--- src/rtl/t9990_blit_walk.sv ---
// t9990_blit_walk: rectangle address walker for the T9990 blitter.
// Steps one pixel per accepted transfer and presents the VRAM word address
// and the pixel index within that word, with a valid/ready handshake.
// Optional build macro T9990_BLIT_WALK_CLIP_EN: elements beyond the image
// width are skipped internally instead of being emitted.
// Assumes X_W >= 10 and Y_W >= ADDR_W-8, as required by the P1 layout.
module t9990_blit_walk #(
   parameter int X_W    = 11,
   parameter int Y_W    = 12,
   parameter int ADDR_W = 19
) (
   input  logic              CLK,
   input  logic              RESET_n,
   input  logic              START,
   input  logic              ABORT,
   input  logic [X_W-1:0]    SX,
   input  logic [Y_W-1:0]    SY,
   input  logic [X_W-1:0]    NX,
   input  logic [Y_W-1:0]    NY,
   input  logic              DIX,
   input  logic              DIY,
   input  logic [1:0]        CLRM,
   input  logic [1:0]        XIMM,
   input  logic              P1,
   output logic              VALID,
   input  logic              READY,
   output logic [ADDR_W-1:0] ADDR,
   output logic [3:0]        PIX,
   output logic              LAST,
   output logic              BUSY,
   output logic              DONE
);
   // wide enough for any intermediate of the linear address computation
   localparam int FW = ADDR_W + X_W + Y_W + 2;

   typedef enum logic {IDLE, RUN} state_t;
   state_t state;

   logic [X_W-1:0]    sx_r, nxm1_r, cx, colc;
   logic [Y_W-1:0]    cy, rowc;
   logic              dix_r, diy_r, p1_r, clip_r;
   logic [1:0]        clrm_r, ximm_r;

   logic [X_W-1:0]    n_cx, n_col;
   logic [Y_W-1:0]    n_cy, n_row;
   logic [1:0]        m_clrm, m_ximm;
   logic              m_p1;
   logic [2:0]        s;
   logic [3:0]        w;
   logic [FW-1:0]     cxw, word;
   logic [ADDR_W-1:0] m_addr;
   logic [3:0]        m_pix;
   logic              m_clip, m_last;

   // coordinates/counters of the element to present next (first one when idle)
   always_comb begin
      n_cx  = cx;
      n_cy  = cy;
      n_col = colc;
      n_row = rowc;
      if (state == IDLE) begin
         n_cx  = SX;
         n_cy  = SY;
         n_col = NX - 1'b1;
         n_row = NY - 1'b1;
      end else if (colc == '0) begin
         n_cx  = sx_r;
         n_cy  = diy_r ? cy - 1'b1 : cy + 1'b1;
         n_col = nxm1_r;
         n_row = rowc - 1'b1;
      end else begin
         n_cx  = dix_r ? cx - 1'b1 : cx + 1'b1;
         n_col = colc - 1'b1;
      end
   end

   // map the next coordinates to word address / pixel index in the active mode
   always_comb begin
      m_clrm = (state == IDLE) ? CLRM : clrm_r;
      m_ximm = (state == IDLE) ? XIMM : ximm_r;
      m_p1   = (state == IDLE) ? P1   : p1_r;
      s      = 3'd4 - {1'b0, m_clrm};   // log2(pixels per word)
      w      = 4'd8 + {2'b00, m_ximm};  // log2(image width)
      cxw    = FW'(n_cx);
      m_last = (n_col == '0) && (n_row == '0);
      m_clip = 1'b0;
      word   = '0;
      if (m_p1) begin
         m_addr = {n_cx[9] ^ n_cy[Y_W-1], n_cy[ADDR_W-9:0], n_cx[7:3], 2'b00};
         m_pix  = {1'b0, n_cx[2:0]};
`ifdef T9990_BLIT_WALK_CLIP_EN
         m_clip = (cxw >> 10) != '0;
`endif
      end else begin
         // x bits at and above w are dropped, so wide x aliases onto the row
         word   = (FW'(n_cy) << (w - 4'(s))) | ((cxw & ((FW'(1) << w) - 1'b1)) >> s);
         m_addr = ADDR_W'(word << 2);
         m_pix  = 4'(cxw & ((FW'(1) << s) - 1'b1));
`ifdef T9990_BLIT_WALK_CLIP_EN
         m_clip = (cxw >> w) != '0;
`endif
      end
   end

   // walk control: latch on start, step on handshake (or clip), finish/abort
   always_ff @(posedge CLK or negedge RESET_n) begin
      if (!RESET_n) begin
         state  <= IDLE;
         VALID  <= 1'b0;
         LAST   <= 1'b0;
         BUSY   <= 1'b0;
         DONE   <= 1'b0;
         ADDR   <= '0;
         PIX    <= '0;
         sx_r   <= '0;
         nxm1_r <= '0;
         cx     <= '0;
         cy     <= '0;
         colc   <= '0;
         rowc   <= '0;
         dix_r  <= 1'b0;
         diy_r  <= 1'b0;
         p1_r   <= 1'b0;
         clrm_r <= '0;
         ximm_r <= '0;
         clip_r <= 1'b0;
      end else begin
         DONE <= 1'b0;
         case (state)
            IDLE: begin
               if (START && NX != '0 && NY != '0) begin
                  state  <= RUN;
                  sx_r   <= SX;
                  nxm1_r <= NX - 1'b1;
                  dix_r  <= DIX;
                  diy_r  <= DIY;
                  p1_r   <= P1;
                  clrm_r <= CLRM;
                  ximm_r <= XIMM;
                  cx     <= n_cx;
                  cy     <= n_cy;
                  colc   <= n_col;
                  rowc   <= n_row;
                  ADDR   <= m_addr;
                  PIX    <= m_pix;
                  VALID  <= !m_clip;
                  LAST   <= m_last && !m_clip;
                  clip_r <= m_clip;
                  BUSY   <= 1'b1;
               end
            end
            RUN: begin
               if (ABORT) begin
                  state  <= IDLE;
                  VALID  <= 1'b0;
                  LAST   <= 1'b0;
                  BUSY   <= 1'b0;
                  clip_r <= 1'b0;
                  DONE   <= 1'b1;
               end else if ((VALID && READY) || clip_r) begin
                  if (colc == '0 && rowc == '0) begin
                     state  <= IDLE;
                     VALID  <= 1'b0;
                     LAST   <= 1'b0;
                     BUSY   <= 1'b0;
                     clip_r <= 1'b0;
                     DONE   <= 1'b1;
                  end else begin
                     cx     <= n_cx;
                     cy     <= n_cy;
                     colc   <= n_col;
                     rowc   <= n_row;
                     ADDR   <= m_addr;
                     PIX    <= m_pix;
                     VALID  <= !m_clip;
                     LAST   <= m_last && !m_clip;
                     clip_r <= m_clip;
                  end
               end
            end
            default: state <= IDLE;
         endcase
      end
   end
endmodule

--- config.mk ---
export PLATFORM = sky130hd
export DESIGN_NAME = t9990_blit_walk
export DESIGN_NICKNAME = d
export VERILOG_FILES = /design/src/rtl/t9990_blit_walk.sv
export SDC_FILE = /design/constraint.sdc
export NUM_CORES = 1
export LEC_CHECK = 0
export ABC_AREA = 1
export BUFFER_PORTS_ARGS = -buffer_cell sky130_fd_sc_hd__buf_2
export CAP_MARGIN = 25
export CELL_PAD_IN_SITES_DETAIL_PLACEMENT = 0
export CELL_PAD_IN_SITES_GLOBAL_PLACEMENT = 1
export CORE_MARGIN = 4
export CORE_UTILIZATION = 46
export DETAILED_ROUTE_END_ITERATION = 8
export MAX_ROUTING_LAYER = met4
export PLACE_DENSITY_LB_ADDON = 0.1
export SETUP_SLACK_MARGIN = 0.2
export SYNTH_ARGS = -nofsm -noshare
export SYNTH_HDL_FRONTEND = slang
export SYNTH_SLANG_ARGS = --single-unit
--- constraint.sdc ---
create_clock -name CLK -period 8.5 [get_ports CLK]
set_clock_uncertainty 0.05 [all_clocks]
set_input_delay 0.85 -clock CLK [delete_from_list [all_inputs] [get_ports CLK]]
set_output_delay 0.85 -clock CLK [all_outputs]
set_load 0.1 [all_outputs]
==> results of run 1 <==
-- worst max-delay path: stages, from the launching register on --
cell and delay, ns:
dfrtp_2 0.73, inv_1 0.22, or2_2 0.31, o21ai_0 0.07, buf_4 0.21, ha_1 0.30
inv_1 0.29, fa_1 0.98, inv_1 0.36, nand3_1 0.27, o21ai_0 0.11, a21oi_1 0.15
nand3_1 0.08, nand3_1 0.09, nand2_1 0.06
-- flip-flops by register name, summed over array words and instances, names as in the netlist --
| signal | count |
|---|---|
| dix_r | 1 |
| ximm_r | 2 |
| state | 1 |
| diy_r | 1 |
| nxm1_r | 11 |
| rowc | 12 |
| clrm_r | 2 |
| sx_r | 11 |
| cx | 11 |
| BUSY | 1 |
| PIX | 4 |
| VALID | 1 |
| colc | 11 |
| DONE | 1 |
| p1_r | 1 |
| ADDR | 17 |
| LAST | 1 |
| cy | 12 |
-- cells in the final DEF (no fill, tap or decap), drive strengths merged, types with 5 or more instances in the layout --
cell,synthesis,layout
nand4,14,14
a21oi,35,35
dfrtp,101,101
o21ai,101,101
xnor2,11,11
nand2,459,459
buf,35,90
clkbuf,16,10
inv,137,141
nand3b,5,5
a31oi,11,11
o22ai,5,5
nand3,168,168
or2,6,6
nor2,97,97
ha,30,30
nor3,8,8
xor2,21,21
-- power breakdown --
| group | total [mW] | internal (mW) | switching, mW |
|---|---|---|---|
| combinational | 2.77 | 0.815 | 1.95 |
| sequential | 0.865 | 0.682 | 0.183 |
| clock | 0.429 | 0.208 | 0.221 |
-- final cells by class --
class	count	share of cell area
clock buffers	10	0.02543
clock inverters	6	0.006947
inverters	139	0.05808
flip-flops and latches	101	0.2808
well taps	225	0.03126
repair buffers	90	0.05391
multi-input cells	994	0.5436
-- cells by family after synthesis --
| group | synth area share |
|---|---|
| fa+ha+maj | 0.05295 |
| flops | 0.3074 |
| xor+xnor | 0.03408 |
| other cells | 0.0004560 |
| simple gates | 0.3923 |
| buf+inv | 0.09784 |
| compound gates | 0.1150 |
-- final timing paths --
| check | start | endpoint | depth (start not counted) |
|---|---|---|---|
| min in group asynchronous | RESET_n | rowc[9] | 1 |
| worst min register to register | nxm1_r[7] | nxm1_r[7] | 2 |
| worst max register to register | state | ADDR[11] | 14 |
| max in group asynchronous | RESET_n | state | 2 |
| worst max-delay path | state | ADDR[11] | 14 |
| worst min-delay path | nxm1_r[7] | nxm1_r[7] | 2 |
-- per-layer routing --
| metal | up-vias | wire, µm | global-route usage |
|---|---|---|---|
| li1 | 4244 | - | - |
| met1 | 3767 | 11890 | 0.3591 |
| met2 | 169 | 11340 | 0.4096 |
| met5 | - | 0 | - |
| met3 | 31 | 918 | 0.03977 |
| met4 | 0 | 483 | 0.06061 |
-- metrics by stage --
stage               setup WS [ns]  hold slack (ns)  total power, mW  std cells
global route                3.742           0.4559            4.481       1565
floorplan                   4.599           0.3914            3.000       1285
detailed placement          4.135           0.4103            3.625       1549
global placement            4.178           0.4059            3.613       1548
CTS                         4.131           0.4309            4.067       1565
finish                      4.091           0.4257            4.062       1565
==> impl_metrics.csv, run 1 <==
group,metric,value,unit
detailed_routing,wire_per_inst,15.74,µm
synth,yosysTopAreaCellShare,0.3074,
die,core,17420,µm²
synth,yosysTopAreaCell,"dfrtp_1",
detailed_routing,finalWirelength,24.63,mm
synth,yosysSeqAreaShare,0.3074,
timing,fin_crit_sh,0.5187,
setup_path,timing_worst_setup_path_type,"reg -> reg",
synth,yosys_most_used_dff,"dfrtp_1",
synth,yosysWarnings,0,
die,die_y,141.7,µm
place,finalWeightedCongestion,0.8790,
grt,grt_pass1_wl,41.14,mm
layout,final_cell_area,9005,µm²
setup_path,critical_path.max_fanout,32,
clocking,clkTransAtPathRegs,0.08,ns
synth,synth.cell_area,8223,µm²
job,drv_cap,0,
place,io_buffers,82,
clocking,tritoncts,"built",
synth,synth_cell_type_count,48,
grt,antenna_found_initial,0,
timing,max_freq,226.8,MHz
layout,diodes,0,
clocking,cts_resized,0,
layout,drive_gt1_frac,0.1045,
synth,synth_edf_count,0,
detailed_routing,num_vias,8211,
power_and_ir_drop,leakage,4.908,nW
clocking,ctsHtreeMaxLevel,3,
setup_path,endpoint_kind,"flop",
grt,grt_pass1_vias,8044,
timing,layout_min_cycle_time,4.409,ns
power_and_ir_drop,ir_drop,0.2902,mV
worst_hold_path,hp-class,"reg -> reg",
timing,maxSlewHeadroom,0.4577,
detailed_routing,first_iter_violations,567,
setup_path,start_kind,"flop",
clocking,cts_hold_buf,0,
detailed_routing,drc,0,
timing,worst_pin_slew,0.8125,ns
layout,area_growth,9.510,%
setup_path,crit_arrival,4.61,ns
clocking,numCtsBuffers,9,
clocking,postCtsSetupRepairBufs,0,
layout,fillerInstances,1853,
grt,grt.overflow.total,0,
timing,finalMaxSlewViolations,0,
layout,multiInputGateArea,4895,µm²
grt,grt_max_degree,65,
setup_path,rrSetupSlack,4.09,ns
layout,fin_util,0.5170,
clocking,cts_root_buf,"clkbuf_16",
synth,synth_top_cells_by_count,"nand2_1, nand3_1, inv_1",
synth,synth_most_common_cell,"nand2_1",
detailed_routing,drtAntennaViolNets,0,
grt,grt_use_total,0.2613,
die,rows,48,
die,die_x,141.7,µm
detailed_routing,routed_via_density,5.247,
synth,syn_inst,1284,
layout,regArea,2529,µm²
timing,setup_tns,0,ns
synth,yosys-top-cells-area,"dfrtp_1, nand2_1, nand3_1, inv_1, o21ai_0",
die,initial_core_util,0.4721,
setup_path,cp.required,8.70,ns
outcome,outcome,"finished, final reports clean",
place,dp_hpwl,18.32,mm
detailed_routing,first_pass_iters,5,
synth,syn_area_per_cell,6.404,µm²
layout,fin_nets,1426,
synth,synth-seq-cells,101,
power_and_ir_drop,power.density,451.1,nW/µm²
timing,setup_viol,0,
synth,synthArstFlopShare,1.000,
timing,rsz0062_at_grt,"no",
place,place_area,8713,µm²
clocking,clockBufferDepth,2,
clocking,clkLatencyLatePin,0.36,ns
die,dieArea,20080,µm²
die,pin_count,85,
timing,finalHoldViolCount,0,
clocking,numClockSinks,101,
Note: power is estimated with default switching activity, not from simulation.
==> inputs of run 2 (changes only) <==
- CORE_UTILIZATION: 46 -> 39
- clock period: 8.5 -> 3.9 ns (I/O delays scaled with it)
==> run 2 against run 1 <==
Cell count increased by 3.7%. Flip-flop and latch count unchanged. Via count increased by 0.83%. Cell area increased by 2.0%. Largest power group unchanged. Fmax increased by 35%. Register-to-register slack got worse by 3.5 ns. Core utilization decreased by 6.9 points. Critical endpoint unchanged. Clock power increased by 110%. Hold slack got worse by 0.33 ns.
==> impl_metrics.csv, run 2 (synthesis results as in run 1) <==
group,metric,value,unit
layout,multiInputGateArea,4923,µm²
setup_path,cp.required,4.10,ns
setup_path,start_kind,"flop",
place,dp_hpwl,19.26,mm
layout,diodes,0,
detailed_routing,drtAntennaViolNets,0,
grt,grt_use_total,0.2243,
die,die_x,153.2,µm
clocking,clockBufferDepth,2,
layout,fillerInstances,2264,
timing,finalHoldViolCount,0,
die,initial_core_util,0.4012,
grt,antenna_found_initial,0,
timing,max_freq,305.8,MHz
worst_hold_path,hp-class,"in -> async",
place,finalWeightedCongestion,0.9118,
timing,finalMaxSlewViolations,0,
die,dieArea,23470,µm²
detailed_routing,wire_per_inst,15.62,µm
layout,area_growth,11.72,%
layout,regMostFlops,"ADDR",
die,core,20490,µm²
clocking,tritoncts,"built",
timing,setup_viol,0,
timing,whs,0.09869,ns
layout,final_cell_mix,"nand2_1, nand3_1, inv_1",
layout,fin_nets,1439,
setup_path,critical_path.max_fanout,15,
layout,drive_gt1_frac,0.1168,
die,rows,52,
clocking,clkLatencyLatePin,0.37,ns
outcome,outcome,"finished, final reports clean",
grt,grt_max_degree,67,
place,io_buffers,82,
timing,setup_tns,0,ns
setup_path,endpoint_kind,"flop",
grt,grt_pass1_wl,41.78,mm
layout,largest_reg_flops,17,
grt,grt.overflow.total,0,
die,pin_count,85,
timing,rsz0062_at_grt,"no",
power_and_ir_drop,leakage,4.948,nW
detailed_routing,first_pass_iters,6,
detailed_routing,finalWirelength,25.36,mm
timing,worst_pin_slew,0.9322,ns
power_and_ir_drop,power.density,980.3,nW/µm²
clocking,numClockSinks,101,
timing,layout_min_cycle_time,3.270,ns
layout,layout.cells.most_common,"nand2_1",
setup_path,crit_arrival,3.47,ns
power_and_ir_drop,ir_drop,0.3606,mV
layout,regArea,2529,µm²
setup_path,timing_worst_setup_path_type,"reg -> reg",
layout,top_regs,"ADDR: 17 flops, cy: 12 flops, rowc: 12 flops",
clocking,clkTransAtPathRegs,0.08,ns
power_and_ir_drop,total_power,9.005,mW
clocking,ctsHtreeMaxLevel,3,
detailed_routing,routed_via_density,5.101,
die,die_y,153.2,µm
detailed_routing,num_vias,8279,
detailed_routing,first_iter_violations,590,
timing,fin_crit_sh,0.8385,
detailed_routing,drc,0,
timing,maxSlewHeadroom,0.3785,
clocking,cts_root_buf,"clkbuf_16",
clocking,numCtsBuffers,9,
job,drv_cap,0,
grt,grt_pass1_vias,7901,
[run 2: power breakdown]
part           internal [mW]  switching, mW  total [mW]
Clock                  0.446          0.464       0.910
Combinational           1.90           4.32        6.22
Sequential              1.49          0.383        1.87
[run 2: metal layers]
metal	global-route usage	share of wire	vias to the layer above	wire length, µm
li1	-	-	4254	-
met1	0.3108	0.49	3830	12450
met2	0.3573	0.46	172	11600
met3	0.02714	0.038	23	968
met4	0.04370	0.013	0	341
met5	-	0	-	0
[run 2: worst paths after layout]
path	endpoint	slack [ns]	from	depth (start not counted)
max	ADDR[11]	0.63	state	14
min	rowc[2]	0.1	RESET_n	1
max reg2reg	ADDR[11]	0.63	state	14
min reg2reg	ADDR[17]	0.43	ADDR[17]	2
max in group asynchronous	ADDR[11]	3.00	RESET_n	2
min in group CLK	dix_r	0.17	DIX	3
[run 2: stage by stage]
stage / util / area, µm² / setup WS (ns) / std cells
floorplan: - / 8237 / 0.2004 / 1285
global placement: 0.4312 / 8837 / 0.4226 / 1602
detailed placement: 0.4312 / 8837 / 0.3903 / 1602
CTS: 0.4450 / 9120 / 0.3568 / 1618
global route: 0.4482 / 9186 / 0.3275 / 1623
finish: 0.4482 / 9186 / 0.6300 / 1623
[run 2: critical path: stages (launching register included)]
cell	delay (ns)
dfrtp_2	0.43
inv_1	0.14
or2_2	0.13
o21ai_0	0.19
ha_2	0.48
inv_1	0.09
fa_1	0.53
buf_4	0.20
clkinvlp_4	0.23
nand3_1	0.21
o21ai_0	0.09
a21oi_1	0.15
nand3_1	0.08
nand3_1	0.07
nand2_1	0.06
[run 2: layout make-up]
type,instances,share of cell area
clock buffers,10,0.02493
well taps,270,0.03677
flip-flops and latches,101,0.2753
inverters,139,0.05775
repair buffers,103,0.06347
multi-input cells,994,0.5360
clock inverters,6,0.005857
[run 2: what timing repair did]
action | in CTS | in global routing
endpoints found under the setup margin | 0 | 17
hold buffers | 0 | 0
buffers inserted | 0 | 5
resized for setup | 0 | 6
